File: src/rtl/lsu_if.sv
// Request, response and data-RAM port bundle for the load/store unit.
// master = execute/writeback/RAM side, slave = LSU side.
interface lsu_if #(
  parameter int ADDR_W = 32,
  parameter int TAG_W  = 5
);
  logic              req_valid;
  logic              req_ready;
  logic              req_write;
  logic [ADDR_W-1:0] req_addr;
  logic [31:0]       req_wdata;
  logic [1:0]        req_size;
  logic              req_unsigned;
  logic [TAG_W-1:0]  req_tag;
  logic              resp_valid;
  logic              resp_ready;
  logic [31:0]       resp_rdata;
  logic [TAG_W-1:0]  resp_tag;
  logic              resp_err;
  logic              mem_en_read;
  logic              mem_en_write;
  logic [ADDR_W-1:0] mem_addr;
  logic [31:0]       mem_din;
  logic [1:0]        mem_size;
  logic              mem_unsigned;
  logic [31:0]       mem_dout;

  modport slave (
    input  req_valid, req_write, req_addr,
    input  req_wdata, req_size, req_unsigned,
    input  req_tag, resp_ready, mem_dout,
    output req_ready, resp_valid, resp_rdata,
    output resp_tag, resp_err,
    output mem_en_read, mem_en_write, mem_addr,
    output mem_din, mem_size, mem_unsigned
  );

  modport master (
    output req_valid, req_write, req_addr,
    output req_wdata, req_size, req_unsigned,
    output req_tag, resp_ready, mem_dout,
    input  req_ready, resp_valid, resp_rdata,
    input  resp_tag, resp_err,
    input  mem_en_read, mem_en_write, mem_addr,
    input  mem_din, mem_size, mem_unsigned
  );
endinterface

File: src/rtl/lsu.sv
// Load/store unit: word-only RAM access, lane extract/extend, sub-word RMW.
// Define LSU_MISALIGN_TRAP_EN to trap misaligned half/word instead of aligning.
module lsu #(
  parameter int ADDR_W = 32,
  parameter int TAG_W  = 5
) (
  input  logic clk,
  input  logic rst,
  lsu_if.slave bus
);

  localparam logic [2:0] S_IDLE  = 3'd0;
  localparam logic [2:0] S_READ  = 3'd1;
  localparam logic [2:0] S_WAIT  = 3'd2;
  localparam logic [2:0] S_WRITE = 3'd3;
  localparam logic [2:0] S_RESP  = 3'd4;

  logic [2:0]        state_q, state_d;
  logic              write_q;
  logic [ADDR_W-1:0] addr_q;
  logic [1:0]        off_q;
  logic [1:0]        size_q;
  logic              uns_q;
  logic [TAG_W-1:0]  tag_q;
  logic              err_q;
  logic [31:0]       wdata_q;
  logic [31:0]       rdata_q;
  logic [31:0]       din_q;

  logic              accept;
  logic [1:0]        off_in;
  logic [1:0]        off_eff;
  logic              err_in;
  logic [4:0]        sh;
  logic [31:0]       lane;
  logic [31:0]       mask;
  logic [31:0]       load_val;
  logic [31:0]       merged;

  assign accept = (state_q == S_IDLE) && bus.req_valid;
  assign off_in = bus.req_addr[1:0];

  // Classify an incoming request: error flag and effective lane offset
  always_comb begin
    err_in  = (bus.req_size == 2'b11);
    off_eff = off_in;
`ifdef LSU_MISALIGN_TRAP_EN
    if (bus.req_size == 2'b01 && off_in[0])
      err_in = 1'b1;
    if (bus.req_size == 2'b10 && off_in != 2'b00)
      err_in = 1'b1;
`else
    if (bus.req_size == 2'b01)
      off_eff = {off_in[1], 1'b0};
    else if (bus.req_size == 2'b10)
      off_eff = 2'b00;
`endif
  end

  // Lane extraction with extension, and lane merge for sub-word stores
  always_comb begin
    sh   = {off_q, 3'b000};
    lane = bus.mem_dout >> sh;
    unique case (size_q)
      2'b00:   mask = 32'h0000_00ff;
      2'b01:   mask = 32'h0000_ffff;
      default: mask = 32'hffff_ffff;
    endcase
    unique case (size_q)
      2'b00:
        load_val = uns_q ? {24'd0, lane[7:0]}
                         : {{24{lane[7]}}, lane[7:0]};
      2'b01:
        load_val = uns_q ? {16'd0, lane[15:0]}
                         : {{16{lane[15]}}, lane[15:0]};
      default:
        load_val = bus.mem_dout;
    endcase
    merged = (bus.mem_dout & ~(mask << sh))
           | ((wdata_q & mask) << sh);
  end

  // Next-state sequencing
  always_comb begin
    state_d = state_q;
    unique case (state_q)
      S_IDLE:
        if (accept) begin
          if (err_in)
            state_d = S_RESP;
          else if (bus.req_write && bus.req_size == 2'b10)
            state_d = S_WRITE;
          else
            state_d = S_READ;
        end
      S_READ:  state_d = S_WAIT;
      S_WAIT:  state_d = write_q ? S_WRITE : S_RESP;
      S_WRITE: state_d = S_RESP;
      S_RESP:
        if (bus.resp_ready)
          state_d = S_IDLE;
      default: state_d = S_IDLE;
    endcase
  end

  // State, request latch and result registers
  always_ff @(posedge clk) begin
    if (rst) begin
      state_q <= S_IDLE;
      write_q <= 1'b0;
      addr_q  <= '0;
      off_q   <= 2'b00;
      size_q  <= 2'b00;
      uns_q   <= 1'b0;
      tag_q   <= '0;
      err_q   <= 1'b0;
      wdata_q <= '0;
      rdata_q <= '0;
      din_q   <= '0;
    end else begin
      state_q <= state_d;
      if (accept) begin
        write_q <= bus.req_write;
        addr_q  <= {bus.req_addr[ADDR_W-1:2], 2'b00};
        off_q   <= off_eff;
        size_q  <= bus.req_size;
        uns_q   <= bus.req_unsigned;
        tag_q   <= bus.req_tag;
        err_q   <= err_in;
        wdata_q <= bus.req_wdata;
        rdata_q <= '0;
        din_q   <= bus.req_wdata;
      end
      if (state_q == S_WAIT) begin
        if (write_q)
          din_q <= merged;
        else
          rdata_q <= load_val;
      end
    end
  end

  assign bus.req_ready    = (state_q == S_IDLE);
  assign bus.resp_valid   = (state_q == S_RESP);
  assign bus.resp_rdata   = rdata_q;
  assign bus.resp_tag     = tag_q;
  assign bus.resp_err     = err_q;
  assign bus.mem_en_read  = (state_q == S_READ);
  assign bus.mem_en_write = (state_q == S_WRITE);
  assign bus.mem_addr     = addr_q;
  assign bus.mem_din      = din_q;
  assign bus.mem_size     = 2'b10;
  assign bus.mem_unsigned = 1'b1;

endmodule
File: src/flat_wrapper.sv
// flat-port wrapper written by rule: the top's interface ports become plain ports
module lsu_flat 
#(
  parameter int ADDR_W = 32,
  parameter int TAG_W  = 5
)
  (clk, rst, bus_req_valid, bus_req_write, bus_req_addr, bus_req_wdata, bus_req_size, bus_req_unsigned, bus_req_tag, bus_resp_ready, bus_mem_dout, bus_req_ready, bus_resp_valid, bus_resp_rdata, bus_resp_tag, bus_resp_err, bus_mem_en_read, bus_mem_en_write, bus_mem_addr, bus_mem_din, bus_mem_size, bus_mem_unsigned);
  lsu_if #(.ADDR_W(ADDR_W), .TAG_W(TAG_W)) bus_i ();
  input  logic clk;
  input  logic rst;
  input wire logic [$bits(bus_i.req_valid)-1:0] bus_req_valid;
  input wire logic [$bits(bus_i.req_write)-1:0] bus_req_write;
  input wire logic [$bits(bus_i.req_addr)-1:0] bus_req_addr;
  input wire logic [$bits(bus_i.req_wdata)-1:0] bus_req_wdata;
  input wire logic [$bits(bus_i.req_size)-1:0] bus_req_size;
  input wire logic [$bits(bus_i.req_unsigned)-1:0] bus_req_unsigned;
  input wire logic [$bits(bus_i.req_tag)-1:0] bus_req_tag;
  input wire logic [$bits(bus_i.resp_ready)-1:0] bus_resp_ready;
  input wire logic [$bits(bus_i.mem_dout)-1:0] bus_mem_dout;
  output wire logic [$bits(bus_i.req_ready)-1:0] bus_req_ready;
  output wire logic [$bits(bus_i.resp_valid)-1:0] bus_resp_valid;
  output wire logic [$bits(bus_i.resp_rdata)-1:0] bus_resp_rdata;
  output wire logic [$bits(bus_i.resp_tag)-1:0] bus_resp_tag;
  output wire logic [$bits(bus_i.resp_err)-1:0] bus_resp_err;
  output wire logic [$bits(bus_i.mem_en_read)-1:0] bus_mem_en_read;
  output wire logic [$bits(bus_i.mem_en_write)-1:0] bus_mem_en_write;
  output wire logic [$bits(bus_i.mem_addr)-1:0] bus_mem_addr;
  output wire logic [$bits(bus_i.mem_din)-1:0] bus_mem_din;
  output wire logic [$bits(bus_i.mem_size)-1:0] bus_mem_size;
  output wire logic [$bits(bus_i.mem_unsigned)-1:0] bus_mem_unsigned;
  assign bus_i.req_valid = bus_req_valid;
  assign bus_i.req_write = bus_req_write;
  assign bus_i.req_addr = bus_req_addr;
  assign bus_i.req_wdata = bus_req_wdata;
  assign bus_i.req_size = bus_req_size;
  assign bus_i.req_unsigned = bus_req_unsigned;
  assign bus_i.req_tag = bus_req_tag;
  assign bus_i.resp_ready = bus_resp_ready;
  assign bus_i.mem_dout = bus_mem_dout;
  assign bus_req_ready = bus_i.req_ready;
  assign bus_resp_valid = bus_i.resp_valid;
  assign bus_resp_rdata = bus_i.resp_rdata;
  assign bus_resp_tag = bus_i.resp_tag;
  assign bus_resp_err = bus_i.resp_err;
  assign bus_mem_en_read = bus_i.mem_en_read;
  assign bus_mem_en_write = bus_i.mem_en_write;
  assign bus_mem_addr = bus_i.mem_addr;
  assign bus_mem_din = bus_i.mem_din;
  assign bus_mem_size = bus_i.mem_size;
  assign bus_mem_unsigned = bus_i.mem_unsigned;
  lsu #(.ADDR_W(ADDR_W), .TAG_W(TAG_W)) u_core (.clk(clk), .rst(rst), .bus(bus_i));
endmodule
File: config.mk
export PLATFORM = sky130hd
export DESIGN_NAME = lsu_flat
export DESIGN_NICKNAME = d
export VERILOG_FILES = /design/src/rtl/lsu_if.sv /design/src/rtl/lsu.sv /design/src/flat_wrapper.sv
export SDC_FILE = /design/constraint.sdc
export NUM_CORES = 1
export LEC_CHECK = 0
export CAP_MARGIN = 0
export CORE_MARGIN = 10
export CORE_UTILIZATION = 23
export CTS_BUF_LIST = sky130_fd_sc_hd__clkbuf_16
export DETAILED_ROUTE_END_ITERATION = 8
export DONT_BUFFER_PORTS = 1
export PLACE_DENSITY = 0.4
export SKIP_CTS_REPAIR_TIMING = 1
export SYNTH_ARGS = -nofsm -noshare
export SYNTH_HDL_FRONTEND = slang
export SYNTH_SLANG_ARGS = --single-unit
File: constraint.sdc
create_clock -name clk -period 2 [get_ports clk]
set_clock_uncertainty 0.2 [all_clocks]
set_input_delay 0.4 -clock clk [delete_from_list [all_inputs] [get_ports clk]]
set_output_delay 0.4 -clock clk [all_outputs]
set_load 0.005 [all_outputs]
==> results.json, run 1 <==
{
  "dp_slack_ps": -222,
  "fp.dieW_um": 190,
  "drt_first_iter_violations": 502,
  "fin_crit_sh_pct": 98.5,
  "via_count": 6175,
  "start_util_pct": 23.5,
  "internal_power_mw": 6.03,
  "rsz0062_at_grt": "true",
  "slowest_stage": "or4b_4",
  "required_ps": 2110,
  "synth_cell_types": 48,
  "crit_top_cell": "buf_12",
  "clk_latency_ps": 430,
  "row_count": 61,
  "root_buffer": "clkbuf_16",
  "clkTransAtPathRegs_ps": 60,
  "hold_class": "in2reg",
  "syn_to_final_growth_pct": 25.5,
  "synth_fa_ha_area_share_pct": 0,
  "yosys_warnings": 0,
  "whs_ps": -159,
  "cts_tree": "done",
  "seq_area_frac_synth_pct": 42.7,
  "synth_edf_count": 0,
  "min_from": "rst",
  "synth_area_um2": 6610,
  "layout_min_cycle_time_ps": 1970,
  "synth-async-reset-ratio_pct": 0,
  "ff_latch_area_um2": 2830,
  "synth-simple-area-share_pct": 16.7,
  "synthMuxAreaShare_pct": 5.64,
  "ys_seq_elements": 141,
  "final-max-slew-violation-count": 0,
  "crit_arrival_ps": 2080,
  "slew_headroom_pct": 58.7,
  "die_h_um": 190,
  "p_per_area_nw_per_um2": 1040,
  "grt_pass1_vias": 6072,
  "total_power_mw": 8.63,
  "place_inst": 1164,
  "place_congestion": 0.782,
  "grt_start_max_net_pins": 129,
  "cap_violations": 0,
  "synth_top_area_share_pct": 42.7,
  "crit_path_max_fanout": 17,
  "dp_hpwl_um": 21000,
  "combPwrFrac_pct": 20.1,
  "gr-total-overflow": 0,
  "cpPeakStageDelay_ps": 600,
  "startpoint_type": "flip-flop",
  "fillers": 3048,
  "switchingPower_mw": 2.59,
  "violations": "negative hold slack",
  "setup_viol": 0,
  "grt_usage_pct": 15.2,
  "drive_gt1_share_pct": 16.8,
  "avgViaCountPerCell": 5.05,
  "status": "complete, but fails checks",
  "avgSynthCellArea_um2": 8.16,
  "wirelength_um": 29100,
  "worstSetupPathType": "reg2reg",
  "antenna_found_initial": 3,
  "hold_viol": 115,
  "cts_buffers": 17,
  "peakVddDrop_mv": 0.619,
  "crit_start": "u_core.state_q[1]",
  "nNetsFinal": 941,
  "post-route-util_pct": 29.5,
  "grt_pass1_wl_um": 41200,
  "ant_nets": 0,
  "drt_first_pass_iters": 4,
  "fin_cells": 1223,
  "synth_area_leader_cell": "dfxtp_1",
  "multi_input_area_um2": 3510,
  "drt-wirelength-per-cell_um": 23.8,
  "drc_errors": 0,
  "synth_area_leaders": "dfxtp_1, nand2_1, a21oi_1, a221oi_1, mux2i_1",
  "switching_share_pct": 30.1,
  "die-area_um2": 35900,
  "p_leak_nw": 2.93,
  "coreArea_um2": 28100,
  "seqPwrFrac_pct": 39.4,
  "ioPinCount": 218,
  "htree_levels": 4,
  "setup_ws_ps": 30.6,
  "r2r_start": "u_core.state_q[1]",
  "syn-instance-count": 810,
  "yosys.area_share.xor_xnor_pct": 0.133,
  "worstPathCellList": "buf_6 > or4b_4 > buf_12 > buf_12 > a21oi_1 > a211oi_1",
  "clock-sinks": 141,
  "clkPwrFrac_pct": 40.5,
  "tightest_slew_ps": 617,
  "synth_top_family_by_area": "compound AO/OA/AOI/OAI gates",
  "synth_flop_cell": "dfxtp_1",
  "fmax_mhz": 508,
  "synth_compound_area_share_pct": 28.1,
  "port_buffers": 0,
  "cts_max_path_buffers": 2,
  "crit_path_end_kind": "flip-flop"
}
==> sequential cells by signal (all words and copies together), names as in the netlist, 2 cells and up <==
| signal | flops |
|---|---|
| u_core.bus.resp_tag | 5 |
| u_core.bus.mem_addr | 30 |
| u_core.bus.resp_rdata | 32 |
| u_core.wdata_q | 32 |
| u_core.state_q | 3 |
| u_core.bus.mem_din | 32 |
| u_core.off_q | 2 |
| u_core.size_q | 2 |
==> layout by cell type (no fill, tap or decap), types with 20 or more instances in the layout <==
| cell | count |
|---|---|
| a221oi_1 | 24 |
| o21ai_0 | 32 |
| a211oi_1 | 32 |
| clkbuf_16 | 20 |
| buf_4 | 49 |
| mux2i_1 | 26 |
| a21oi_1 | 130 |
| nand2_1 | 189 |
| dfxtp_1 | 136 |
==> synthesized netlist by cell type (2+ instances only) <==
master	number
a211oi_1	32
a21o_1	8
a21oi_1	141
a221o_1	15
a221oi_1	32
a311oi_1	2
a31oi_1	8
buf_1	2
buf_2	29
buf_4	11
clkbuf_1	38
conb_1	2
dfxtp_1	141
inv_1	11
mux2_2	8
mux2i_1	26
nand2_1	189
nand2b_1	11
nand3_1	3
nand3b_1	16
nor2_1	8
nor3_1	3
nor3_2	2
nor3b_1	2
o211ai_1	7
o21a_1	2
o21ai_0	34
o221ai_1	7
==> per-stage QoR <==
stage                     area (um^2)  TNS [ps]
final                            8290         0
after global routing             8290     -28.6
after CTS                        7810     -5350
after detailed placement         7190     -4260
after global placement           7190     -3110
after floorplan                  6620         0
==> worst paths after layout <==
kind | depth (start not counted) | slack [ps] | endpoint
setup / recovery | 6 | 30 | u_core.bus.mem_din[27]
hold / removal | 1 | -160 | u_core.bus.resp_rdata[0]
setup reg to reg | 6 | 30 | u_core.bus.mem_din[27]
hold reg to reg | 2 | 260 | u_core.wdata_q[27]
==> final cells by class <==
class,count,area share [%]
well taps,378,5.70
multi-input cells,579,42.4
clock buffers,17,5.13
clock inverters,14,2.43
repair buffers,81,9.65
diodes,1,0.0302
inverters,12,0.543
flip-flops and latches,141,34.1
==> routing by layer <==
metal | global-route usage [%] | wire, um | vias to the layer above
li1 | - | - | 2959
met1 | 18.3 | 12400 | 3012
met2 | 24.4 | 13800 | 180
met3 | 6.65 | 2550 | 22
met4 | 3.85 | 408 | 2
met5 | 0 | 13 | -
==> cells by family after synthesis <==
family | Yosys count
compound gates | 294
other cells | 2
mux | 35
simple gates | 244
flops | 141
buf+inv | 93
xor+xnor | 1
==> power groups by stage <==
stage	sequential [mW]	clock, mW	combinational, mW
after floorplan	3.31	0	1.11
after global placement	3.47	0	1.54
after detailed placement	3.47	0	1.54
after CTS	3.41	3.57	1.55
after global routing	3.44	3.70	1.92
final	3.40	3.50	1.74
==> worst max-delay path, delay by kind of cell, from the launching register on <==
family                 cells  cell delay (ps)
AO/OA/AOI/OAI              2              240
buffers and inverters      3              470
flip-flops                 1              320
AND/OR/NAND/NOR            1              600
No activity file was read; power rests on OpenSTA's default activity.
==> run 2: changes to the inputs <==
HOLD_SLACK_MARGIN = 0.08   (was default)
==> run 2 against run 1 <==
The run still ends with negative hold slack left. Clock power about the same. Utilization increased by 0.11 points. Setup slack improved by 1.5 ps. Power about the same. Hold slack improved by 5.1 ps. Sequential cell count unchanged. Combinational power about the same.
==> results.json, run 2 (synthesized netlist as in run 1, its figures left out) <==
{
  "ioPinCount": 218,
  "cts_max_path_buffers": 2,
  "whs_ps": -153,
  "clock-sinks": 141,
  "nNetsFinal": 944,
  "violations": "negative hold slack",
  "clk_latency_ps": 430,
  "layout_min_cycle_time_ps": 1970,
  "peakVddDrop_mv": 0.617,
  "gr-total-overflow": 0,
  "total_power_mw": 8.64,
  "status": "complete, but fails checks",
  "fillers": 3048,
  "place_congestion": 0.782,
  "grt_pass1_vias": 6072,
  "r2r_start": "u_core.state_q[1]",
  "critical_path.top_delay_family": "simple AND/OR/NAND/NOR gates",
  "fin_crit_sh_pct": 98.4,
  "setup_viol": 0,
  "crit_start": "u_core.state_q[1]",
  "fmax_mhz": 508,
  "required_ps": 2110,
  "switchingPower_mw": 2.60,
  "seqPwrFrac_pct": 39.3,
  "start_util_pct": 23.5,
  "hold_class": "in2reg",
  "grt_pass1_wl_um": 41200,
  "p_per_area_nw_per_um2": 1040,
  "ant_nets": 0,
  "combPwrFrac_pct": 20.3,
  "min_from": "rst",
  "worstPathCellList": "buf_6 > or4b_4 > buf_12 > buf_12 > a21oi_1 > a211oi_1",
  "drt_first_iter_violations": 522,
  "drc_errors": 0,
  "cpPeakStageDelay_ps": 600,
  "die_h_um": 190,
  "drt_first_pass_iters": 4,
  "startpoint_type": "flip-flop",
  "slew_headroom_pct": 58.6,
  "grt_usage_pct": 15.2,
  "cts_tree": "done",
  "worst-path-buf-inv": 3,
  "grt_start_max_net_pins": 129,
  "port_buffers": 0,
  "cts_buffers": 17,
  "cap_violations": 0,
  "coreArea_um2": 28100,
  "clkTransAtPathRegs_ps": 60,
  "antenna_found_initial": 3,
  "clkPwrFrac_pct": 40.4,
  "slowest_stage": "or4b_4",
  "layout_common_cells": "nand2_1, dfxtp_1, a21oi_1",
  "via_count": 6211,
  "setup_ws_ps": 32.1,
  "syn_to_final_growth_pct": 26.0,
  "fp.dieW_um": 190,
  "drive_gt1_share_pct": 16.8,
  "htree_levels": 4,
  "dp_slack_ps": -222,
  "internal_power_mw": 6.04,
  "dp_hpwl_um": 21000,
  "crit_top_cell": "buf_12",
  "row_count": 61,
  "hold_viol": 115,
  "rsz0062_at_grt": "true",
  "worstSetupPathType": "reg2reg",
  "wirelength_um": 29300,
  "root_buffer": "clkbuf_16",
  "final-max-slew-violation-count": 0,
  "p_leak_nw": 2.94,
  "avgViaCountPerCell": 5.07,
  "crit_path_max_fanout": 17,
  "crit_path_end_kind": "flip-flop",
  "tightest_slew_ps": 619,
  "die-area_um2": 35900,
  "crit_arrival_ps": 2080,
  "drt-wirelength-per-cell_um": 23.9,
  "switching_share_pct": 30.1,
  "final_common_cell": "nand2_1"
}
## run 2: cell types whose count changed in the layout (fill, tap and decap cells not counted)
cell           previous run  this run
dlygate4sd3_1            16        19
## run 2: metal layers
| metal | vias up | routed length [um] | track usage [%] |
|---|---|---|---|
| li1 | 2959 | - | - |
| met1 | 3041 | 12400 | 18.3 |
| met2 | 182 | 13900 | 24.4 |
| met3 | 27 | 2510 | 6.65 |
| met4 | 2 | 505 | 3.85 |
| met5 | - | 13 | 0 |
## run 2: worst paths after layout
kind | slack, ps | cells after the start | endpoint
min reg2reg | 270 | 2 | u_core.wdata_q[30]
max | 30 | 6 | u_core.bus.mem_din[27]
min | -150 | 1 | u_core.bus.resp_rdata[0]
max reg2reg | 30 | 6 | u_core.bus.mem_din[27]
## run 2: final cells by class
class / instances / area (um^2) / area share (%)
inverter: 12 / 45.0 / 0.541
multi-input combinational: 579 / 3510 / 42.2
timing repair buffer: 84 / 831 / 9.98
tap: 378 / 473 / 5.68
clock buffer: 17 / 425 / 5.11
clock inverter: 14 / 201 / 2.42
antenna: 1 / 2.50 / 0.0301
sequential: 141 / 2830 / 34.0
## run 2: stage by stage
step	hold WS, ps	setup TNS (ps)	cells	util (%)	cell area (um^2)
3_5_place_dp	253	-4260	1164	25.6	7190
5_1_grt	-183	-23.4	1225	29.6	8320
6_report	-153	0	1226	29.6	8320
4_1_cts	-170	-5350	1195	27.8	7810
3_3_place_gp	247	-3110	1164	25.6	7190
2_1_floorplan	236	0	813	-	6620
## run 2: power by group through the flow
stage	Combinational (mW)	Clock (mW)	Sequential, mW
final	1.75	3.49	3.40
after global routing	1.93	3.70	3.44
after CTS	1.55	3.57	3.41
after detailed placement	1.54	0	3.47
after global placement	1.54	0	3.47
after floorplan	1.11	0	3.31
